**config.mk**
```make
export PLATFORM = sky130hd
export DESIGN_NAME = ecc_op_controller
export DESIGN_NICKNAME = d
export VERILOG_FILES = /design/src/rtl/ecc_op_controller.sv
export SDC_FILE = /design/constraint.sdc
export NUM_CORES = 1
export LEC_CHECK = 0
export CORE_UTILIZATION = 35
export DETAILED_ROUTE_END_ITERATION = 8
export SYNTH_ARGS = -nofsm -noshare
export SYNTH_HDL_FRONTEND = slang
export SYNTH_SLANG_ARGS = --single-unit
```
**constraint.sdc**
```tcl
create_clock -name clk -period 1.8 [get_ports clk]
set_input_delay 0.36 -clock clk [delete_from_list [all_inputs] [get_ports clk]]
set_output_delay 0.36 -clock clk [all_outputs]
set_load 0.005 [all_outputs]
```
**src/rtl/ecc_op_controller.sv**
```systemverilog
// ecc_op_controller: sequences the ECC encode / noise / decode datapath.
// A CTRL write in IDLE launches one operation; the controller pulses the
// datapath start strobes, steers the decoder source mux, guards every run
// state with a timeout and keeps a sticky status word for APB readback.
module ecc_op_controller #(
    parameter int AMBA_WORD      = 32,
    parameter int TMO_WIDTH      = 8,
    parameter int TIMEOUT_CYCLES = 255
) (
    input  logic                 clk,
    input  logic                 rst,
    input  logic                 ctrl_wr,
    input  logic [1:0]           ctrl_op,
    input  logic [1:0]           cw_width,
    input  logic                 enc_done,
    input  logic                 dec_done,
    output logic                 enc_start,
    output logic                 dec_start,
    output logic                 dec_src_sel,
    output logic                 noise_en,
    output logic [1:0]           width_lat,
    output logic                 busy,
    output logic                 op_done,
    output logic [AMBA_WORD-1:0] status
);

    typedef enum logic [2:0] {
        IDLE    = 3'd0,
        ENC_RUN = 3'd1,
        NOISE   = 3'd2,
        DEC_RUN = 3'd3,
        DONE    = 3'd4
    } state_t;

    localparam logic [1:0] OP_ENC  = 2'b00;
    localparam logic [1:0] OP_DEC  = 2'b01;
    localparam logic [1:0] OP_FULL = 2'b10;
    localparam logic [1:0] OP_ILL  = 2'b11;
    localparam logic [1:0] WID_ILL = 2'b11;
    localparam logic [TMO_WIDTH-1:0] TMO_LAST = TMO_WIDTH'(TIMEOUT_CYCLES - 1);

    state_t                 state_r;
    state_t                 state_nxt_s;
    logic [TMO_WIDTH-1:0]   cnt_r;
    logic [TMO_WIDTH-1:0]   cnt_nxt_s;
    logic [1:0]             op_r;
    logic [1:0]             op_nxt_s;
    logic                   accept_s;
    logic                   illegal_s;
    logic                   ignored_s;
    logic                   tmo_s;

    logic                   enc_start_nxt_s;
    logic                   dec_start_nxt_s;
    logic                   dec_src_sel_nxt_s;
    logic                   noise_en_nxt_s;
    logic [1:0]             width_lat_nxt_s;
    logic                   busy_nxt_s;
    logic                   op_done_nxt_s;
    logic [AMBA_WORD-1:0]   status_nxt_s;

    // State, counter and registered outputs; rst clears everything at once.
    always_ff @(posedge clk or posedge rst) begin
        if (rst) begin
            state_r     <= IDLE;
            cnt_r       <= {TMO_WIDTH{1'b0}};
            op_r        <= 2'b00;
            enc_start   <= 1'b0;
            dec_start   <= 1'b0;
            dec_src_sel <= 1'b0;
            noise_en    <= 1'b0;
            width_lat   <= 2'b00;
            busy        <= 1'b0;
            op_done     <= 1'b0;
            status      <= {AMBA_WORD{1'b0}};
        end else begin
            state_r     <= state_nxt_s;
            cnt_r       <= cnt_nxt_s;
            op_r        <= op_nxt_s;
            enc_start   <= enc_start_nxt_s;
            dec_start   <= dec_start_nxt_s;
            dec_src_sel <= dec_src_sel_nxt_s;
            noise_en    <= noise_en_nxt_s;
            width_lat   <= width_lat_nxt_s;
            busy        <= busy_nxt_s;
            op_done     <= op_done_nxt_s;
            status      <= status_nxt_s;
        end
    end

    // Next-state logic: command decode, done handshakes and timeout.
    always_comb begin
        state_nxt_s = state_r;
        accept_s    = 1'b0;
        illegal_s   = 1'b0;
        tmo_s       = 1'b0;
        ignored_s   = ctrl_wr && (state_r != IDLE);
        case (state_r)
            IDLE: begin
                if (ctrl_wr && ((ctrl_op == OP_ILL) || (cw_width == WID_ILL))) begin
                    illegal_s = 1'b1;
                end else if (ctrl_wr) begin
                    accept_s    = 1'b1;
                    state_nxt_s = (ctrl_op == OP_DEC) ? DEC_RUN : ENC_RUN;
                end else begin
                    state_nxt_s = IDLE;
                end
            end
            ENC_RUN: begin
                // A done arriving on the last counted cycle beats the timeout.
                if (enc_done) begin
                    state_nxt_s = (op_r == OP_FULL) ? NOISE : DONE;
                end else if (cnt_r == TMO_LAST) begin
                    state_nxt_s = DONE;
                    tmo_s       = 1'b1;
                end else begin
                    state_nxt_s = ENC_RUN;
                end
            end
            NOISE: begin
                state_nxt_s = DEC_RUN;
            end
            DEC_RUN: begin
                if (dec_done) begin
                    state_nxt_s = DONE;
                end else if (cnt_r == TMO_LAST) begin
                    state_nxt_s = DONE;
                    tmo_s       = 1'b1;
                end else begin
                    state_nxt_s = DEC_RUN;
                end
            end
            DONE: begin
                state_nxt_s = IDLE;
            end
            default: begin
                state_nxt_s = IDLE;
            end
        endcase
    end

    // Output next values derived from the upcoming state so that every
    // output is a flop and the start strobes line up with state entry.
    always_comb begin
        op_nxt_s        = accept_s ? ctrl_op : op_r;
        width_lat_nxt_s = accept_s ? cw_width : width_lat;
        enc_start_nxt_s = (state_nxt_s == ENC_RUN) && (state_r != ENC_RUN);
        dec_start_nxt_s = (state_nxt_s == DEC_RUN) && (state_r != DEC_RUN);
        noise_en_nxt_s  = (state_nxt_s == NOISE);
        busy_nxt_s      = (state_nxt_s == ENC_RUN) || (state_nxt_s == NOISE) ||
                          (state_nxt_s == DEC_RUN);
        op_done_nxt_s   = (state_nxt_s == DONE);

        // Counter restarts on every state change, counts while running.
        if (state_nxt_s != state_r) begin
            cnt_nxt_s = {TMO_WIDTH{1'b0}};
        end else if ((state_r == ENC_RUN) || (state_r == DEC_RUN)) begin
            cnt_nxt_s = cnt_r + {{(TMO_WIDTH-1){1'b0}}, 1'b1};
        end else begin
            cnt_nxt_s = cnt_r;
        end

        // Decoder reads the noisy codeword from NOISE until back in IDLE.
        case (state_nxt_s)
            NOISE:   dec_src_sel_nxt_s = 1'b1;
            DEC_RUN: dec_src_sel_nxt_s = (state_r == NOISE) ? 1'b1 :
                                         ((state_r == DEC_RUN) ? dec_src_sel : 1'b0);
            DONE:    dec_src_sel_nxt_s = dec_src_sel;
            default: dec_src_sel_nxt_s = 1'b0;
        endcase

        status_nxt_s       = status;
        status_nxt_s[0]    = busy_nxt_s;
        status_nxt_s[1]    = op_done_nxt_s ? 1'b1 : (accept_s ? 1'b0 : status[1]);
        status_nxt_s[2]    = tmo_s ? 1'b1 : (accept_s ? 1'b0 : status[2]);
        status_nxt_s[3]    = illegal_s ? 1'b1 : (accept_s ? 1'b0 : status[3]);
        status_nxt_s[5:4]  = op_nxt_s;
        status_nxt_s[7:6]  = width_lat_nxt_s;
        status_nxt_s[8]    = ignored_s ? 1'b1 : (accept_s ? 1'b0 : status[8]);
    end

endmodule

```
Word level (Yosys, flattened, before mapping). Cells that the tools add are included.

Bits in registers: 30. Output and inout bits: 40. Word-level logic and storage cells: 79.

Add/subtract/negate cells: 1. Eq/ne operators: 16. Mux-type cells: 30. Bitwise logic cells: 1. Reduce and logical (&&, ||, !) cells: 16.

Operator list (number): two-way mux 3 bit (6); two-way mux 8 bit (2); two-way mux 1 bit (15); equality test 3 x 2 -> 1 bit (second input constant) (4); one-hot mux 3 bit (4 select lines) (1); nonzero test 2 bit (5); adder 8 x 1 -> 8 bit (second input constant) (1); equality test 8 bit (second input constant) (1); two-way mux 2 bit (4); equality test 2 bit (second input constant) (3); equality test 3 x 1 -> 1 bit (second input constant) (2); != test 3 x 2 -> 1 bit (second input constant) (2); logical AND 1 bit (4); logical OR 1 bit (4); equality test 3 bit (second input constant) (1); logical NOT 3 bit (1); != test 3 x 1 -> 1 bit (second input constant) (1); != test 3 bit (1); one-hot mux 1 bit (3 select lines) (1); nonzero test 3 bit (1); equality test 2 x 1 -> 1 bit (second input constant) (1); one-hot mux 1 bit (2 select lines) (1); AND reduction 2 bit (1); NOT 1 bit (1).

Depth between registers and ports, before layout.
Word-level depth: 8. Mapped depth: 6. Gate-level depth less buffers: 6.

Worst setup path before layout. OpenSTA, ideal clock, no wires.

Kind: register -> register. Start point: register cnt_r[0]. End point: register status[1]. Library setup time: 0.064 ns. Arrival: 1.349 ns. Setup slack: 0.387 ns. Cell stages (with the launch flop): 7. Path buffers: 0. Period minus slack after synthesis: 1.413 ns. Path through: dfrtp_1 inv_1 ha_1 nand3_1 or3b_1 a31oi_2 a21o_1.

Word-level cells in the longest chain between the ends: 6. Elaborated cells on any way between the ends: 9. Those cells by class: eq/ne (2); mux (6); reduce/logical (1).

Ends and longest elaborated chain: start: declaration (line 44) `logic [TMO_WIDTH-1:0] cnt_r;`; start signal: assignment (line 66) `cnt_r <= {TMO_WIDTH{1'b0}};`; start signal: assignment (line 78) `cnt_r <= cnt_nxt_s;`; equality test 8 bit (*) (line 113, 126); two-way mux 3 bit, on equally long branches (line 126, 113); two-way mux 3 bit, on equally long branches (line 124, 111); one-hot mux 3 bit (4 select lines) (*) (line 98) `case (state_r)`; equality test 3 bit (*) (line 152) `op_done_nxt_s = (state_nxt_s == DONE);`; named net op_done_nxt_s (line 59) `logic op_done_nxt_s;`; two-way mux 1 bit or nonzero test 2 bit (tied branches); end signal: assignment (line 75) `status <= {AMBA_WORD{1'b0}};`; end signal: assignment (line 87) `status <= status_nxt_s;`; end: declaration (line 24) `output logic [AMBA_WORD-1:0] status`.

The timed path passes the listed nets; every way through them passes the cells marked *. A chain may end at the register's enable or synchronous reset.

Worst setup path after layout.
Start point: input port ctrl_wr. End point: register cnt_r[5].

Word-level cells in the longest chain between the ends: 5. Elaborated cells on any way between the ends: 7. Those cells by class: eq/ne (1); mux (4); reduce/logical (2).

Ends and longest elaborated chain: start: declaration (line 12) `input logic ctrl_wr,`; two-way mux 2 bit or logical AND 1 bit (tied branches) (line 102, 100); two-way mux 3 bit (*) (line 100) `if (ctrl_wr && ((ctrl_op == OP_ILL) || (cw_width == WID_ILL))) begin`; one-hot mux 3 bit (4 select lines) (*) (line 98); != test 3 bit (*) (line 155) `if (state_nxt_s != state_r) begin`; two-way mux 8 bit or nonzero test 2 bit (tied branches).

Every way passes the cells marked *; elsewhere a longest branch is shown, timed or not.

==> results.tsv <==
metric	value	unit
sequential-to-total area share from yosys stat	43.40	%
clock tree buffer depth	2	
maximum number of pins on one net before global-route repair	26	
effective utilization at floorplan	37.94	%
fraction of final layout cells sized beyond drive strength 1	16.00	%
number of failing hold endpoints at the final stage	0	
main combinational cell family by area after synthesis	simple AND/OR/NAND/NOR gates	
slowest stage cell, crit path	sky130_fd_sc_hd__clkdlybuf4s50_1	
top cells by instance count after synthesis	sky130_fd_sc_hd__buf_4, sky130_fd_sc_hd__dfrtp_1, sky130_fd_sc_hd__nand2_1	
Port-buffer cells	25	
part of the power in combinational logic	46.4	%
H-tree depth reported by CTS	1	
number of cell instances on the worst register-to-register path	6	
post-route DRC violation count	0	
area fraction in and, or, nand and nor cells after synthesis	20.57	%
Leak	0.8013	nW
multiplexer share of the synthesized area	2.257	%
total grt overflow	0	
adder-cell area share of the yosys netlist	1.736	%
first drt pass iteration count	4	
top cells by area in the synthesized netlist	sky130_fd_sc_hd__dfrtp_1, sky130_fd_sc_hd__buf_4, sky130_fd_sc_hd__nand2_1	
overall die area	4379	um2
Max Clk Rate	609.4	MHz
arrival time reported for the critical path endpoint	1.78	ns
number of antenna diodes	0	
power density cells	1325	nW/um2
total CTS buffers	3	
insertion delay of the later-clocked pin in the worst-skew pair	0.26	ns
worst hold-check path type	primary input to async pin	
Layout Skew	0.002481	ns
Gates resized, CTS repair	0	
Worst path max stage delay	0.47	ns
flip-flop and latch count after synthesis	25	
distinct cell type count after synthesis	41	
# hold bufs at CTS	0	
synthesized netlist cell count	143	
Async S/R FF share, synth	100.0	%
synthesized cell area	1441	um2
average detailed-routed wire length per instance	12.45	um
clock tree root buffer cell	sky130_fd_sc_hd__clkbuf_8	
data required time at the worst endpoint	1.94	ns
category of the worst setup path capture point	register	
peak ir drop on the vdd network	0.6679	mV
net switching share of the total power	34.90	%
time the worst path needs with I/O delays and setup	1.641	ns
switching power of the nets	803.7	uW
xor/xnor share of the synthesized area	3.646	%
via count normalized by instance count	4.610	
fin nets	187	
post-synth top area cell	sky130_fd_sc_hd__dfrtp_1	
GP Congestion	0.7484	
crit path launch type	primary input	
area of the core region	3799	um2
final period utilization	91.17	%
TritonCTS clock tree	done	
vias in the first global route	989	
total wire length	2.777	mm
crit-path max FO	7	
number of violations of the max-capacitance limit	0	
area growth from synthesis to layout	20.57	%
synthesized area per cell	10.08	um2
Pwr Total	2.303	mW
# rows	22	
Clock Power Share	13.9	%
DRT iter0 DRCs	31	
Synth Area in Compound Gates	11.02	%
I/O pin cnt	49	
outcome	finished, final reports clean	
count of clock tree sinks	25	
gr usage total	13.68	%
clock-pin slew on the worst setup and hold paths	0.08	ns
width of the die	66.18	um
Vert. Die Dim	66.18	um
Internal Power	1.499	mW
Flop pwr share	39.7	%
Top FF cell, synth	sky130_fd_sc_hd__dfrtp_1	
Setup Fix Bufs, Post-CTS	0	
antenna violations before repair	0	
number of flops mapped to enable cells by yosys	0	
max-slew violation total from the final report	0	
final core utilization	45.75	%
first-pass GRT wire length	4.422	mm
final setup fails	0	
Final HPWL DP	2.160	mm
startpoint-to-endpoint class of the critical path	primary input to register	
count of nets left with antenna violations after detail routing	0	
critical path cell sequence	clkdlybuf4s50_1 > a21boi_0 > nand2_1 > a2bb2oi_2 > nor3_1	
number of warnings issued by yosys	0	
post-synth top area share	43.40	%
RSZ-0062 raised after global routing	false	
count of filler cells inserted in the layout	364	
most instantiated library cell after synthesis	sky130_fd_sc_hd__buf_4	
via count	1028	
-- layout make-up --
type / instances / area, um2 / area share, %
Clock buffer: 4 / 45.04 / 2.592
Timing Repair Buffer: 35 / 325.3 / 18.72
Inverter: 8 / 30.03 / 1.728
Tap cell: 48 / 60.06 / 3.456
Sequential cell: 25 / 625.6 / 36.00
Multi-Input combinational cell: 103 / 651.9 / 37.51
-- cell usage in the layout (no fill, tap or decap), types with 2 or more instances in the layout --
cell type	netlist	layout
sky130_fd_sc_hd__clkbuf_8	0	3
sky130_fd_sc_hd__buf_4	26	10
sky130_fd_sc_hd__xor2_1	3	3
sky130_fd_sc_hd__a31oi_1	2	2
sky130_fd_sc_hd__o21ai_0	5	5
sky130_fd_sc_hd__a21oi_1	3	3
sky130_fd_sc_hd__nand2_1	15	15
sky130_fd_sc_hd__dfrtp_1	25	25
sky130_fd_sc_hd__or2_2	2	2
sky130_fd_sc_hd__nand3b_1	2	2
sky130_fd_sc_hd__mux2_2	2	2
sky130_fd_sc_hd__conb_1	1	23
sky130_fd_sc_hd__xnor2_1	3	3
sky130_fd_sc_hd__nand4_1	2	2
sky130_fd_sc_hd__nand4_2	2	2
sky130_fd_sc_hd__nor2_1	7	7
sky130_fd_sc_hd__ha_1	2	2
sky130_fd_sc_hd__clkdlybuf4s50_1	0	25
sky130_fd_sc_hd__inv_1	8	8
sky130_fd_sc_hd__nor3_1	9	9
-- registers in the layout (all words and copies together) (netlist names) --
name / flops
noise_en: 1
dec_src_sel: 1
op_r: 1
width_lat: 1
state_r: 3
op_done: 1
cnt_r: 8
enc_start: 1
dec_start: 1
status: 7
-- kinds of logic (layout without fill, tap and decap cells) --
group | Yosys count | after routing
muxes | 3 | 3
other | 1 | 23
AOI/OAI and AO/OA | 20 | 20
and+or+nand+nor | 49 | 49
DFF | 25 | 25
adders and majority gates | 2 | 2
buffers and inverters | 37 | 47
xor gates and xnor gates | 6 | 6
-- final timing paths --
check                      slack [ns]  startpoint          to
max                              0.16     ctrl_wr    cnt_r[5]
min                              0.43         rst    cnt_r[5]
max reg2reg                      0.20    cnt_r[0]   status[0]
min reg2reg                      0.50   status[1]   status[1]
max in group asynchronous        1.12         rst  state_r[1]
min in group clk                 0.50   status[1]   status[1]
-- routing by layer --
layer  wire length, um  part of all wire, %  vias up  global-route usage [%]
met2              1395                   50       24                   23.72
met5                 0                    0        -                       0
met4                39                  1.4        0                   5.585
li1                  -                    -      496                       -
met1              1249                   45      504                   16.79
met3                92                  3.3        4                   2.069
-- stage by stage --
stage / hold WS [ns] / cell area (um2) / std cells / TNS, ns / setup slack [ns]
after floorplan: 0.3873 / 1524 / 165 / 0 / 0.3873
after global placement: 0.4591 / 1693 / 219 / -0.3952 / -0.07451
after detailed placement: 0.4716 / 1693 / 219 / -0.8252 / -0.1336
after CTS: 0.4502 / 1738 / 223 / 0 / 0.1512
after global routing: 0.5015 / 1738 / 223 / 0 / 0.05838
final: 0.4344 / 1738 / 223 / 0 / 0.1589
-- critical path: cells and delay by family --
family | cells | cell delay, ns
buf+inv | 1 | 0.47
simple gates | 2 | 0.28
compound gates | 2 | 0.67
-- power groups by stage --
| stage | Combinational (mW) | Sequential (mW) | Clock (mW) |
|---|---|---|---|
| 2_1_floorplan | 0.711 | 0.852 | 0 |
| 3_3_place_gp | 1.06 | 0.916 | 0 |
| 3_5_place_dp | 1.07 | 0.921 | 0 |
| 4_1_cts | 1.08 | 0.915 | 0.330 |
| 5_1_grt | 1.16 | 0.937 | 0.359 |
| 6_report | 1.07 | 0.914 | 0.321 |
No activity file was read; power rests on OpenSTA's default activity.
